==> config.mk <==
export PLATFORM = sky130hd
export DESIGN_NAME = and_result_receiver
export DESIGN_NICKNAME = d
export VERILOG_FILES = /design/src/rtl/and_if_pkg.sv /design/src/rtl/rx_fifo_mem.sv /design/src/rtl/and_result_receiver.sv
export SDC_FILE = /design/constraint.sdc
export NUM_CORES = 1
export LEC_CHECK = 0
export BUFFER_PORTS_ARGS = -buffer_cell sky130_fd_sc_hd__buf_4
export CORE_ASPECT_RATIO = 1.2
export CORE_MARGIN = 2
export CORE_UTILIZATION = 43
export DETAILED_ROUTE_END_ITERATION = 12
export GPL_TIMING_DRIVEN = 0
export PLACE_DENSITY = 0.71
export SETUP_SLACK_MARGIN = 0.1
export SYNTH_ARGS = -nofsm -noshare
export SYNTH_HDL_FRONTEND = slang
export SYNTH_SLANG_ARGS = --single-unit
==> constraint.sdc <==
create_clock -name clk -period 1.57 [get_ports clk]
set_input_delay 0.314 -clock clk [delete_from_list [all_inputs] [get_ports clk]]
set_output_delay 0.314 -clock clk [all_outputs]
set_load 0.01 [all_outputs]
==> src/rtl/and_if_pkg.sv <==
// Shared defaults and entry layout for the and1 result path.
// A stored entry is {err, data}; err is precomputed on push so the read side stays a plain mux.
package and_if_pkg;

   localparam int unsigned WIDTH_DEF   = 4;
   localparam int unsigned FLAG_OK_DEF = 1;

   typedef struct packed {
      logic                 err;
      logic [WIDTH_DEF-1:0] data;
   } entry_t;

endpackage

==> src/rtl/rx_fifo_mem.sv <==
// DEPTH x (WIDTH+1) register array, one write port and one async read port.
// No storage reset: contents are only ever observed behind the valid pointers.
module rx_fifo_mem #(
   parameter int unsigned WIDTH = 4,
   parameter int unsigned DEPTH = 2
) (
   input  logic                     clk,
   input  logic                     i_we,
   input  logic [$clog2(DEPTH)-1:0] i_waddr,
   input  logic [WIDTH:0]           i_wdat,
   input  logic [$clog2(DEPTH)-1:0] i_raddr,
   output logic [WIDTH:0]           o_rdat
);

   logic [WIDTH:0] r_mem [DEPTH];

   always_ff @(posedge clk) begin
      if (i_we) begin
         r_mem[i_waddr] <= i_wdat;
      end
   end

   assign o_rdat = r_mem[i_raddr];

endmodule

==> src/rtl/and_result_receiver.sv <==
// Buffers (result, flag) pairs in a DEPTH-entry FIFO; 1-cycle in->out latency, no bypass.
// in_ready = !full (not tied to out_ready), out_valid = !empty; empty outputs are masked to 0.
module and_result_receiver
   import and_if_pkg::*;
#(
   parameter int unsigned WIDTH   = WIDTH_DEF,
   parameter int unsigned DEPTH   = 2,
   parameter int unsigned FLAG_OK = FLAG_OK_DEF
) (
   input  logic                     clk,
   input  logic                     resetn,
   input  logic                     in_valid,
   output logic                     in_ready,
   input  logic [WIDTH-1:0]         in_data,
   input  logic [WIDTH-1:0]         in_flag,
   output logic                     out_valid,
   input  logic                     out_ready,
   output logic [WIDTH-1:0]         out_data,
   output logic                     out_err,
   output logic [$clog2(DEPTH):0]   count,
   output logic                     err_seen
);

   localparam int unsigned AW = $clog2(DEPTH);

   logic [AW:0]    r_wr_ptr;
   logic [AW:0]    r_rd_ptr;
   logic           r_err_seen;

   logic           w_full;
   logic           w_empty;
   logic           w_push;
   logic           w_pop;
   logic           w_bad_flag;
   logic [WIDTH:0] w_wdat;
   logic [WIDTH:0] w_rdat;

   // Extra pointer MSB distinguishes full (laps differ) from empty (identical).
   assign w_empty    = (r_wr_ptr == r_rd_ptr);
   assign w_full     = (r_wr_ptr[AW] != r_rd_ptr[AW]) &&
                       (r_wr_ptr[AW-1:0] == r_rd_ptr[AW-1:0]);
   assign w_push     = in_valid && !w_full;
   assign w_pop      = out_ready && !w_empty;
   assign w_bad_flag = (in_flag != WIDTH'(FLAG_OK));
   assign w_wdat     = {w_bad_flag, in_data};

   rx_fifo_mem #(
      .WIDTH (WIDTH),
      .DEPTH (DEPTH)
   ) u_mem (
      .clk     (clk),
      .i_we    (w_push),
      .i_waddr (r_wr_ptr[AW-1:0]),
      .i_wdat  (w_wdat),
      .i_raddr (r_rd_ptr[AW-1:0]),
      .o_rdat  (w_rdat)
   );

   always_ff @(posedge clk or negedge resetn) begin
      if (!resetn) begin
         r_wr_ptr   <= '0;
         r_rd_ptr   <= '0;
         r_err_seen <= 1'b0;
      end else begin
         if (w_push) begin
            r_wr_ptr <= r_wr_ptr + 1'b1;
            if (w_bad_flag) begin
               r_err_seen <= 1'b1;
            end
         end
         if (w_pop) begin
            r_rd_ptr <= r_rd_ptr + 1'b1;
         end
      end
   end

   assign in_ready  = !w_full;
   assign out_valid = !w_empty;
   assign out_data  = w_empty ? '0 : w_rdat[WIDTH-1:0];
   assign out_err   = w_empty ? 1'b0 : w_rdat[WIDTH];
   assign count     = r_wr_ptr - r_rd_ptr;
   assign err_seen  = r_err_seen;

   a_count_bound : assert property (@(posedge clk) disable iff (!resetn)
      count <= (AW+1)'(DEPTH));
   a_ready_full  : assert property (@(posedge clk) disable iff (!resetn)
      in_ready == (count != (AW+1)'(DEPTH)));
   a_valid_empty : assert property (@(posedge clk) disable iff (!resetn)
      out_valid == (count != '0));

endmodule

==> impl_metrics.tcl <==
set metrics [dict create \
    fin_cells 101 \
    worstSkewPairLatency_ns 0.29 \
    setup_ws_ns -0.1638 \
    grt_pass1_wl_mm 2.056 \
    max_freq_mhz 576.8 \
    finalCritPeriodShare_pct 110.4 \
    arrival_ns 1.42 \
    antenna_found_initial 0 \
    die_height_um 48.73 \
    synth_fp_nets 65 \
    r2r_slack_ns 0.13 \
    switchingPower_mw 1.108 \
    dieArea_um2 2011 \
    drv_slew 0 \
    yosysSeqAreaShare_pct 59.34 \
    place_inst 91 \
    yosys.area.top_type_share_pct 41.88 \
    routabilityCongestion 0.6977 \
    cts_buffer_depth 2 \
    syn_inst 52 \
    worst_setup_path_end_kind "primary output" \
    drt_iter0_drc 1 \
    whs_ns 0.2072 \
    ys_top_cells_by_area "edfxtp_1 (42%), dfrtp_1 (17%), mux2i_1 (9.8%), nor2_2 (3.5%), xnor2_1 (2.4%)" \
    num_rows 16 \
    rsz0062_at_grt "true" \
    cap_violations 0 \
    comb_power_share_pct 69.3 \
    p_int_mw 1.754 \
    finClkSkew_ns 0.001281 \
    drt_first_pass_iters 4 \
    totalWireLength_mm 1.307 \
    area_growth_pct 50.26 \
    synth_warnings 0 \
    crit_type "reg -> out" \
    synth_top_area_cell "edfxtp_1" \
    clockRootBuffer "clkbuf_4" \
    wl_per_cell_um 12.94 \
    finalHoldViolCount 0 \
    drc 0 \
    cts_sinks 15 \
    ys_ff_latch 15 \
    worstPathRequired_ns 1.26 \
    path_max_fanout 6 \
    cts_tree "done" \
    grt_use_total_pct 16.36 \
    tightest_slew_ns 0.2467 \
    failed_checks "setup timing" \
    nNetsFinal 97 \
    switching_share_pct 38.72 \
    die_x_um 41.28 \
    fill_cells 121 \
    port-buffer-count 21 \
    vias_per_cell 5.050 \
    synth_area_um2 716.9 \
    ioPinCount 22 \
    ant_nets 0 \
    dpl.hpwl_um 921.7 \
    grt_overflow 0 \
    grt_max_degree 10 \
    layout-drive-gt1-share_pct 62.65 \
    grt_pass1_vias 467 \
    power_mw 2.862 \
    synth.distinct_cells 23 \
    core_um2 1602 \
    htree_levels 1 \
    slew_headroom_pct 83.08 \
    clkPwrFrac_pct 7.7 \
    start_util_pct 44.77 \
    syn_area_per_cell_um2 13.79 \
    finalSetupViolCount 9 \
    diodes 0 \
    cellPowerDensity_nw_per_um2 2657 \
    via_count 510 \
    layout_commonest_cell "buf_4" \
    status "finished with violations" \
    period_needed_ns 1.734 \
    clk_pin_slew_worst_paths_ns 0.09 \
    critPathLaunchType "flop" \
    p_leak_nw 0.4532 \
    ir_worst_vdd_mv 1.264 \
    numCtsBuffers 3 \
    most-common-layout-cells "buf_4 (21), edfxtp_1 (10), nor2_4 (6), buf_6 (6), mux2i_1 (5)" \
    seq_power_share_pct 23.0 \
    fin_util_pct 67.27 \
    hold_class "in -> reg" \
]
## layer usage
layer | vias up | wire length (µm) | track usage (%)
met1 | 245 | 527 | 22.22
met4 | 0 | 52 | 12.90
met3 | 5 | 52 | 4.128
li1 | 243 | - | -
met2 | 17 | 675 | 21.35
met5 | - | 0 | 0
## registers in the layout, summed over array words and instances, names as in the netlist
signal       count
u_mem.r_mem     10
r_rd_ptr         2
err_seen         1
r_wr_ptr         2
## what timing repair did
| item | in CTS | in global routing |
|---|---|---|
| endpoints found under the hold margin | 5 | 0 |
| endpoints found under the setup margin | 19 | 15 |
| hold buffers | 1 | 0 |
| pin swaps | 7 | 0 |
| resized for setup | 19 | 1 |
| setup buffers | 5 | 0 |
## synthesized netlist by cell type
library cell,count
nand2_1,3
a21boi_1,1
o21ai_0,1
and2_4,1
nor2_1,3
xnor2_2,1
ha_1,1
o21ai_2,1
nand2b_4,1
xnor2_1,2
o31ai_1,1
xor2_1,1
dfrtp_1,5
or4b_4,1
buf_2,1
nor2b_1,1
mux2i_1,7
inv_1,3
nor2_2,4
buf_6,1
a31o_1,1
edfxtp_1,10
nor2_4,1
## critical path, cell delays in order (launching register included)
cell and delay [ns]:
dfrtp_1 0.40, inv_2 0.07, ha_4 0.20, and2_4 0.14
buf_12 0.14, nor2_4 0.08, buf_6 0.10
## worst paths after layout
check / startpoint / endpoint / cells after the start
worst max-delay path: r_wr_ptr[0] / out_data[2] / 6
worst min-delay path: in_data[0] / u_mem.r_mem[1][0] / 1
worst max register to register: r_wr_ptr[0] / u_mem.r_mem[0][1] / 6
worst min register to register: err_seen / err_seen / 1
max in group asynchronous: resetn / r_rd_ptr[1] / 2
min in group asynchronous: resetn / r_wr_ptr[0] / 2
## logic make-up after synthesis
family	count (synthesis)	share of synthesized area (%)
adder cells (fa/ha/maj)	1	1.745
XOR/XNOR	4	5.935
flip-flops	15	59.34
AO/OA/AOI/OAI	5	5.236
AND/OR/NAND/NOR	15	14.14
multiplexers	7	9.774
buffers and inverters	5	3.839
## power by group through the flow
stage	sequential (mW)	clock (mW)	combinational [mW]
after global placement	0.655	0	1.53
after floorplan	0.646	0	1.06
after global routing	0.672	0.247	2.13
after CTS	0.659	0.231	1.96
after detailed placement	0.663	0	1.56
final	0.657	0.221	1.98
## final cells by class
class / instances / area [µm²] / share of cell area (%)
multi-input cells: 32 / 330.3 / 30.66
clock inverters: 1 / 5.005 / 0.4646
inverters: 3 / 13.76 / 1.278
flip-flops and latches: 15 / 427.9 / 39.72
clock buffers: 3 / 22.52 / 2.091
plain buffers: 2 / 27.53 / 2.555
well taps: 18 / 22.52 / 2.091
repair buffers: 27 / 227.7 / 21.14
## through the flow
stage / setup TNS [ns] / cell area [µm²] / setup slack, ns
final: -1.126 / 1077 / -0.1638
after global routing: -1.539 / 1077 / -0.2050
after CTS: -1.263 / 1072 / -0.1805
after detailed placement: -0.3322 / 929.6 / -0.05244
after global placement: -0.1691 / 929.6 / -0.03201
after floorplan: 0 / 749.5 / 0.1275
No activity file was read; power rests on OpenSTA's default activity.
